$ cat config.mk
export PLATFORM = sky130hd
export DESIGN_NAME = msx_mouse_reader
export DESIGN_NICKNAME = d
export VERILOG_FILES = /design/src/rtl/msx_mouse_pkg.sv /design/src/rtl/msx_mouse_reader_sync2.sv /design/src/rtl/msx_mouse_reader.sv
export SDC_FILE = /design/constraint.sdc
export NUM_CORES = 1
export LEC_CHECK = 0
export CORE_MARGIN = 1.5
export CORE_UTILIZATION = 36
export CTS_CLUSTER_DIAMETER = 100
export CTS_CLUSTER_SIZE = 25
export DETAILED_ROUTE_END_ITERATION = 8
export DONT_BUFFER_PORTS = 1
export MAX_ROUTING_LAYER = met4
export PLACE_DENSITY_LB_ADDON = 0.08
export SETUP_SLACK_MARGIN = 0.3
export SLEW_MARGIN = 20
export SYNTH_ARGS = -nofsm -noshare
export SYNTH_HDL_FRONTEND = slang
export SYNTH_HIERARCHICAL = 1
export SYNTH_SLANG_ARGS = --single-unit
$ cat constraint.sdc
create_clock -name clk_sys -period 1.85 [get_ports clk_sys]
set_clock_uncertainty 0.2 [all_clocks]
set_input_delay 0.555 -clock clk_sys [delete_from_list [all_inputs] [get_ports clk_sys]]
set_output_delay 0.555 -clock clk_sys [all_outputs]
set_load 0.01 [all_outputs]
$ cat src/rtl/msx_mouse_pkg.sv
// rtl/msx_mouse_pkg.sv - shared types and constants for the MSX mouse reader
package msx_mouse_pkg;

   typedef enum logic [2:0] {
      IDLE,
      TOGGLE,
      SETTLE,
      SAMPLE,
      DONE
   } state_t;

   localparam int NIBBLES_PER_FRAME = 4;
   localparam int DEVICE_TIMEOUT    = 100000;

   function automatic logic [7:0] negate8(input logic [7:0] v);
      return 8'(~v + 8'd1);
   endfunction

endpackage

$ cat src/rtl/msx_mouse_reader_sync2.sv
// rtl/msx_mouse_reader_sync2.sv - two-flop synchronizer, clears to all ones
module sync2 #(
   parameter int WIDTH = 1
) (
   input  logic             clk_sys,
   input  logic             reset_n,
   input  logic [WIDTH-1:0] d,
   output logic [WIDTH-1:0] q
);

   logic [WIDTH-1:0] meta;

   // Port pins idle high, so clearing to ones looks like "nothing pressed".
   always_ff @(posedge clk_sys or negedge reset_n) begin
      if (!reset_n) begin
         meta <= '1;
         q    <= '1;
      end else begin
         meta <= d;
         q    <= meta;
      end
   end

endmodule

$ cat src/rtl/msx_mouse_reader.sv
// rtl/msx_mouse_reader.sv - polls an MSX mouse via STR toggles, outputs dx/dy/buttons
module msx_mouse_reader
   import msx_mouse_pkg::*;
#(
   parameter int POLL_PERIOD    = 358000,
   parameter int SETTLE_CYCLES  = 64,
   parameter int MISS_LIMIT     = 3,
   parameter bit NEGATE_X       = 1'b0,
   parameter int RESYNC_TIMEOUT = DEVICE_TIMEOUT
) (
   input  logic       clk_sys,
   input  logic       reset_n,
   input  logic       enable,
   input  logic [5:0] joy_in,
   output logic       str_out,
   output logic [7:0] dx,
   output logic [7:0] dy,
   output logic [1:0] buttons,
   output logic       valid,
   output logic       mouse_present,
   output logic       busy
);

   localparam int PW = $clog2(POLL_PERIOD);
   localparam int SW = (SETTLE_CYCLES > 1) ? $clog2(SETTLE_CYCLES) : 1;
   localparam int MW = $clog2(MISS_LIMIT + 1);
   localparam logic [PW-1:0] POLL_LAST   = PW'(POLL_PERIOD - 1);
   localparam logic [SW-1:0] SETTLE_LAST = SW'(SETTLE_CYCLES - 1);
   localparam logic [MW-1:0] MISS_MAX    = MW'(MISS_LIMIT);
   localparam logic [1:0]    IDX_LAST    = 2'(NIBBLES_PER_FRAME - 1);

   if (POLL_PERIOD <= RESYNC_TIMEOUT) begin : g_poll_period_check
      $error("POLL_PERIOD must exceed the device resync timeout");
   end

   state_t                              state_q, state_d;
   logic [PW-1:0]                       poll_cnt;
   logic [SW-1:0]                       settle_cnt;
   logic [1:0]                          idx;
   logic [NIBBLES_PER_FRAME-1:0][3:0]   nib;
   logic [1:0]                          btn;
   logic [MW-1:0]                       miss_cnt, miss_inc;
   logic [5:0]                          joy_sync;
   logic                                miss;
   logic [7:0]                          dx_raw, dx_next;

   sync2 #(.WIDTH(6)) u_sync (
      .clk_sys (clk_sys),
      .reset_n (reset_n),
      .d       (joy_in),
      .q       (joy_sync)
   );

   assign busy = (state_q != IDLE);

   always_comb begin
      miss     = (nib == '1);
      miss_inc = (miss_cnt == MISS_MAX) ? MISS_MAX : miss_cnt + 1'b1;
      dx_raw   = {nib[0], nib[1]};
      dx_next  = NEGATE_X ? negate8(dx_raw) : dx_raw;
   end

   always_comb begin
      state_d = state_q;
      case (state_q)
         IDLE:    if (enable && poll_cnt == POLL_LAST) state_d = TOGGLE;
         TOGGLE:  state_d = SETTLE;
         SETTLE:  if (settle_cnt == SETTLE_LAST) state_d = SAMPLE;
         SAMPLE:  state_d = (idx == IDX_LAST) ? DONE : TOGGLE;
         DONE:    state_d = IDLE;
         default: state_d = IDLE;
      endcase
      // Dropping enable abandons the frame; the device resyncs during the next full poll wait.
      if (!enable) state_d = IDLE;
   end

   always_ff @(posedge clk_sys or negedge reset_n) begin
      if (!reset_n) state_q <= IDLE;
      else          state_q <= state_d;
   end

   always_ff @(posedge clk_sys or negedge reset_n) begin
      if (!reset_n) begin
         poll_cnt      <= '0;
         settle_cnt    <= '0;
         idx           <= '0;
         nib           <= '0;
         btn           <= '0;
         miss_cnt      <= '0;
         str_out       <= 1'b0;
         dx            <= '0;
         dy            <= '0;
         buttons       <= '0;
         valid         <= 1'b0;
         mouse_present <= 1'b0;
      end else begin
         valid <= 1'b0;
         case (state_q)
            IDLE: begin
               if (!enable || poll_cnt == POLL_LAST) poll_cnt <= '0;
               else                                  poll_cnt <= poll_cnt + 1'b1;
               if (enable && poll_cnt == POLL_LAST) idx <= '0;
            end
            TOGGLE: if (enable) begin
               str_out    <= ~str_out;
               settle_cnt <= '0;
            end
            SETTLE: if (enable) settle_cnt <= settle_cnt + 1'b1;
            SAMPLE: if (enable) begin
               nib[idx] <= joy_sync[3:0];
               if (idx == IDX_LAST) btn <= ~joy_sync[5:4];
               else                 idx <= idx + 1'b1;
            end
            DONE: if (enable) begin
               dx      <= miss ? 8'hFF : dx_next;
               dy      <= {nib[2], nib[3]};
               buttons <= btn;
               valid   <= 1'b1;
               if (miss) begin
                  miss_cnt <= miss_inc;
                  if (miss_inc == MISS_MAX) mouse_present <= 1'b0;
               end else begin
                  miss_cnt      <= '0;
                  mouse_present <= 1'b1;
               end
            end
            default: ;
         endcase
         if (!enable) poll_cnt <= '0;
      end
   end

endmodule

### Word-level counts from Yosys, hierarchy flattened

Index checks and enable logic that the tools add are counted.

| word-level totals | value |
|---|---|
| output and inout port bits | 22 |
| flip-flop bits (word level) | 83 |
| word-level logic and storage cells | 86 |
| input port bits | 9 |

| cells by class | value |
|---|---|
| equality and inequality tests | 19 |
| add/subtract/negate cells | 4 |
| mux-type cells | 25 |
| magnitude comparators | 2 |
| bitwise logic cells | 2 |
| reductions and logical operators | 16 |

Operators with widths:

| kind | number |
|---|---|
| 19-bit two-way mux | 3 |
| 19-bit by 1-bit adder with 19-bit output, second input constant | 1 |
| 19-bit equality test, second input constant | 1 |
| 16-bit bitwise mux | 1 |
| 16-bit equality test, second input constant | 1 |
| 3-bit two-way mux | 4 |
| 6-bit two-way mux | 2 |
| 3-bit case mux with 4 select lines | 1 |
| 6-bit case mux with 2 select lines | 1 |
| 2-bit two-way mux | 5 |
| 2-bit != test, second input constant | 5 |
| 3-bit AND reduction | 3 |
| 4-bit demux with 2-bit select | 1 |
| 8-bit two-way mux | 1 |
| 2-bit AND reduction | 4 |
| 6-bit by 1-bit adder with 6-bit output, second input constant | 1 |
| 2-bit equality test, second input constant | 3 |
| 3-bit by 2-bit equality test with 1-bit output, second input constant | 2 |
| 6-bit equality test, second input constant | 1 |
| 3-bit != test, second input constant | 2 |
| 2-bit by 1-bit adder with 2-bit output, second input constant | 2 |
| 1-bit two-way mux | 4 |
| 4-bit two-way mux | 1 |
| 2-bit by 1-bit != test with 1-bit output, second input constant | 2 |
| other kinds (14) | 16 |

### Logic depth before layout (Yosys ltp)

| depth | value |
|---|---|
| depth after elaboration | 5 |
| gate-level depth with buffers | 7 |

### Cells and area by module

Netlist, hierarchy kept.

By module, submodules not included:

| module | seq. area each (µm²) | cells each | area each (µm²) | times used |
|---|---|---|---|---|
| msx_mouse_reader | 1776.7 | 301 | 3311.9 | 1 |
| sync2 | 315.3 | 12 | 315.3 | 1 |

### Worst setup path after synthesis

Ideal clock, no wire load.

| timing | value |
|---|---|
| path kind | register -> register |
| from | register poll_cnt[8] |
| to | register idx[0] |
| data required time | 1525 ps |
| setup time | 125 ps |
| cell stages (with the launch flop) | 6 |
| slack | -24 ps |
| data arrival time | 1550 ps |
| clock period less this slack | 1874 ps |
| cells stage by stage | dfrtp_1 -> nor4b_1 -> and4_4 -> a21oi_1 -> nor2_1 -> mux2_2 |

| on the way | value |
|---|---|
| word-level cells in the longest chain between the ends | 4 |

Ends and longest elaborated chain:

| what | RTL line | RTL |
|---|---|---|
| from (decl) | msx_mouse_reader.sv:37 | `logic [PW-1:0] poll_cnt;` |
| from (signal assigned) | msx_mouse_reader.sv:101 | `else poll_cnt <= poll_cnt + 1'b1;` |
| 19-bit equality test | msx_mouse_reader.sv:102 | `if (enable && poll_cnt == POLL_LAST) idx <= '0;` |
| 1-bit logical AND | msx_mouse_reader.sv:102 |  |
| 2-bit != test (no line) | n/a |  |
| 4-bit AND reduction (no line) | n/a |  |
| to (signal assigned) | msx_mouse_reader.sv:112 | `else idx <= idx + 1'b1;` |
| to (decl) | msx_mouse_reader.sv:39 | `logic [1:0] idx;` |

No other way between the ends.
A chain may end at the register's enable or synchronous reset.

### Final worst setup path

| timing | value |
|---|---|
| from | register state_q[1] |
| to | output port busy |

| on the way | value |
|---|---|
| word-level cells in the longest chain between the ends | 1 |

Ends and longest elaborated chain:

| what | RTL line | RTL |
|---|---|---|
| from (decl) | msx_mouse_reader.sv:36 | `state_t state_q, state_d;` |
| from (signal assigned) | msx_mouse_reader.sv:79 | `else state_q <= state_d;` |
| 3-bit nonzero test | msx_mouse_reader.sv:54 | `assign busy = (state_q != IDLE);` |
| to (decl) | msx_mouse_reader.sv:21 | `output logic busy` |

No other way between the ends.

==> implementation parameters <==
Parameter                              Value

Detailed routing
  Number of optimization iterations in the first detailed-route pass ... 4
  Total length of routed wires ... 8820 µm
  Count of nets left with antenna violations after detail routing ... 0
  Highest metal layer with signal wires ... met4
  Vias per inst ... 4.96
  Routed wire per std cell ... 16.2 µm
  Met1 layer wirelength in the final routing ... 4120 µm
  Vias after detailed routing ... 2696
  Length of routed met2 wiring ... 4370 µm
  Met3 wire length ... 258 µm
  DRC marker count from the first detailed-route iteration ... 82
  Residual DRC ... 0

Timing
  Fin. max-slew vios ... 0
  Peak clock frequency supported by timing ... 489 MHz
  Period utilisation layout ... 1.11
  RSZ-0062 raised after global routing ... true
  Count of endpoints failing setup in the final report ... 43
  Clock period minus worst slack ... 2050 ps
  Worst-Margin Slew ... 350 ps
  Max_slew headroom ... 0.765
  Min Hold Slack ... -305 ps
  PnR worst setup slack ... -196 ps
  Total Neg Setup Slack ... -3610 ps
  Final Hold Viols ... 83

Synthesis
  Share of the synthesized netlist area taken by xor and xnor gates ... 0.00966
  Library cell with the largest summed area after synthesis ... sky130_fd_sc_hd__dfrtp_1
  EDFF count, synth ... 0
  Portion of netlist area occupied by mux cells ... 0.0980
  Number of register bits inferred by synthesis ... 83
  Synthesized-area fraction occupied by ao, oa, aoi and oai cells ... 0.104
  Main combinational cell family by area after synthesis ... simple AND/OR/NAND/NOR gates
  Syn_nets ... 328
  Top cell types by occurrence after synthesis ... 71 x sky130_fd_sc_hd__dfrtp_1, 28 x sky130_fd_sc_hd__mux2_2, 24 x sky130_fd_sc_hd__nand2_1, 24 x sky130_fd_sc_hd__o21ai_0, 19 x sky130_fd_sc_hd__nor2_1
  Post-Synthesis Cell Area ... 3630 µm²
  Post-Syn Instances ... 313
  Number of warnings issued by yosys ... 6
  Synth Area in Simple Gates ... 0.159
  Most frequent cell after synthesis ... sky130_fd_sc_hd__dfrtp_1
  Proportion of synthesized flip-flops having asynchronous set or reset ... 1.00
  Average cell area after synthesis ... 11.6 µm²
  Distinct cells, synth ... 48
  Top-area cell type share of the netlist area ... 0.490
  Sequential area share after synthesis ... 0.577
  Most used DFF post-synth ... sky130_fd_sc_hd__dfrtp_1
  Adder and majority gate portion of the synthesized area ... 0.0207
  Largest cells by area after synthesis ... sky130_fd_sc_hd__dfrtp_1 49%, sky130_fd_sc_hd__dfstp_2 8.7%, sky130_fd_sc_hd__mux2_2 8.7%, sky130_fd_sc_hd__o21ai_0 3.3%, sky130_fd_sc_hd__nand2_1 2.5%

Setup path
  Setup Crit Path Kind ... flop to output port
  Largest fanout of any net on the critical path ... 2
  Data arrival at the endpoint of the critical path ... 1290 ps
  Setup slack of the worst register-to-register path ... -180 ps
  Kind of end point of the critical path ... output port
  Element type at the critical path start ... flop
  Worst path required time ... 1090 ps

Placed design
  Count of buffers from port buffering ... 0
  Placement Cell Area ... 4020 µm²
  Weighted congestion at the end of routability-driven global placement ... 0.800
  Post-detailed-placement half-perimeter wirelength ... 4820 µm

Finish
  Final cell utilization of the core ... 0.551
  Share of cells above drive strength 1 ... 0.530
  Final net count ... 421
  Final Instance Area ... 5380 µm²
  Area delta synth->final ... 48.4%
  Antenna diode count ... 0

Min path
  HP Class ... input port to async pin

Run status
  Outcome ... finished with violations
  Violations in the final reports ... hold timing, setup timing

Global route
  GRT Util Overall ... 0.183
  Pin count of the biggest net entering global routing ... 84
  Number of global-route vias before repair ... 2730
  Global-route wire length before repair ... 14200 µm
  Total overflow reported by the global router ... 0
  Initial antenna violation count ... 0

Job
  Number of max-capacitance violations reported ... 0

CTS
  TritonCTS clock tree ... yes
  Clock tree root driver cell ... sky130_fd_sc_hd__clkbuf_8
  Clock transition time at the flip-flop clock pins of the worst setup and hold paths ... 80 ps
  H-Tree Level Count ... 3
  # hold bufs at CTS ... 6
  Number of clock buffers inserted by TritonCTS ... 9
  Sink count of the clock tree ... 83
  Largest buffer count on any clock path ... 2
  Clk Latency, worst-skew pair ... 350 ps

Floorplan
  Area inside the core boundary ... 9770 µm²
  Effective utilization at floorplan ... 0.371
  Die area ... 10700 µm²
  Vertical extent of the die ... 103 µm
  Die width ... 103 µm
  Site Rows ... 36
  Number of top-level pins ... 31

Pwr
  IR drop worst, VDD ... 414 µV
  P per Cell Area ... 899 nW/µm²
  Leakage component of the power ... 2.43 nW
-- routing by layer --
metal / vias to the layer above / GRT usage
met4: 0 / 0.0717
met5: - / -
met1: 1357 / 0.232
met3: 5 / 0.0296
met2: 29 / 0.293
li1: 1305 / -
-- area by class of cell --
| type | instances | area (µm²) |
|---|---|---|
| clock buffer | 11 | 141 |
| clock inverter | 5 | 60.1 |
| fill | 837 | 4390 |
| inverter | 14 | 52.6 |
| multi-input combinational | 210 | 1970 |
| sequential | 83 | 2100 |
| tap | 133 | 166 |
| timing repair buffer | 88 | 896 |
-- final timing paths --
| path | from | end | cells past startpoint |
|---|---|---|---|
| worst max-delay path | state_q[1] | busy | 2 |
| worst min-delay path | reset_n | str_out | 0 |
| worst max register to register | state_q[2] | poll_cnt[17] | 8 |
| worst min register to register | u_sync/meta[4] | u_sync/q[4] | 0 |
| max in group asynchronous | reset_n | u_sync/q[1] | 0 |
| min in group clk_sys | u_sync/meta[4] | u_sync/q[4] | 0 |
-- kinds of logic after synthesis --
logic type,after synthesis
compound gates,61
mux,32
flops,83
xor+xnor,4
simple gates,103
buf+inv,24
fa+ha+maj,6
-- per-stage QoR --
step                total power [mW]  hold slack, ps  setup slack (ps)  std cells
floorplan                       2.74            59.4              47.7        313
global placement                2.91            61.7              -117        457
detailed placement              2.92            61.6              -153        457
CTS                             4.74            -335              -239        529
global route                    5.10            -347              -244        544
finish                          4.84            -305              -196        544
-- flip-flops by register name, indices dropped and copies added (netlist names) --
signal         count
str_out            1
u_sync/meta        6
mouse_present      1
nib                8
buttons            2
u_sync/q           6
poll_cnt          19
state_q            3
valid              1
dx                 8
miss_cnt           2
btn                2
dy                 8
idx                2
settle_cnt         6
dx_next            8
-- worst max-delay path: stages (launching register included) --
cell                      delay (ps)
sky130_fd_sc_hd__dfrtp_1         390
sky130_fd_sc_hd__or3_4           420
sky130_fd_sc_hd__buf_6           140
-- cells in the final DEF (no fill, tap or decap), types with 6 or more instances in the layout --
cell                            count
sky130_fd_sc_hd__dfrtp_1           66
sky130_fd_sc_hd__a21oi_1            9
sky130_fd_sc_hd__nand2_8            6
sky130_fd_sc_hd__nand3_1            7
sky130_fd_sc_hd__clkbuf_8          10
sky130_fd_sc_hd__nand4_1            6
sky130_fd_sc_hd__mux2_2            14
sky130_fd_sc_hd__mux2_4            14
sky130_fd_sc_hd__nand2_1           13
sky130_fd_sc_hd__buf_4             45
sky130_fd_sc_hd__o21ai_1           15
sky130_fd_sc_hd__or3_1              7
sky130_fd_sc_hd__a21oi_2            6
sky130_fd_sc_hd__buf_6             30
sky130_fd_sc_hd__o21ai_2            8
sky130_fd_sc_hd__dfstp_2           12
sky130_fd_sc_hd__dlygate4sd3_1      6
sky130_fd_sc_hd__o22a_1             7
sky130_fd_sc_hd__inv_1             12
sky130_fd_sc_hd__nor2_1            13
-- power by group --
part	internal, mW	total [mW]	switching [mW]
Clock	0.667	1.35	0.681
Combinational	0.717	1.33	0.610
Sequential	2.00	2.17	0.169
-- what timing repair did --
item / in CTS / in global routing
setup endpoints to repair: 79 / 91
pin swaps: 56 / 30
hold endpoints to repair: 89 / 83
gates resized for setup: 88 / 42
buffers inserted: 44 / 14
cloned: 6 / 1
No activity file was read; power rests on OpenSTA's default activity.
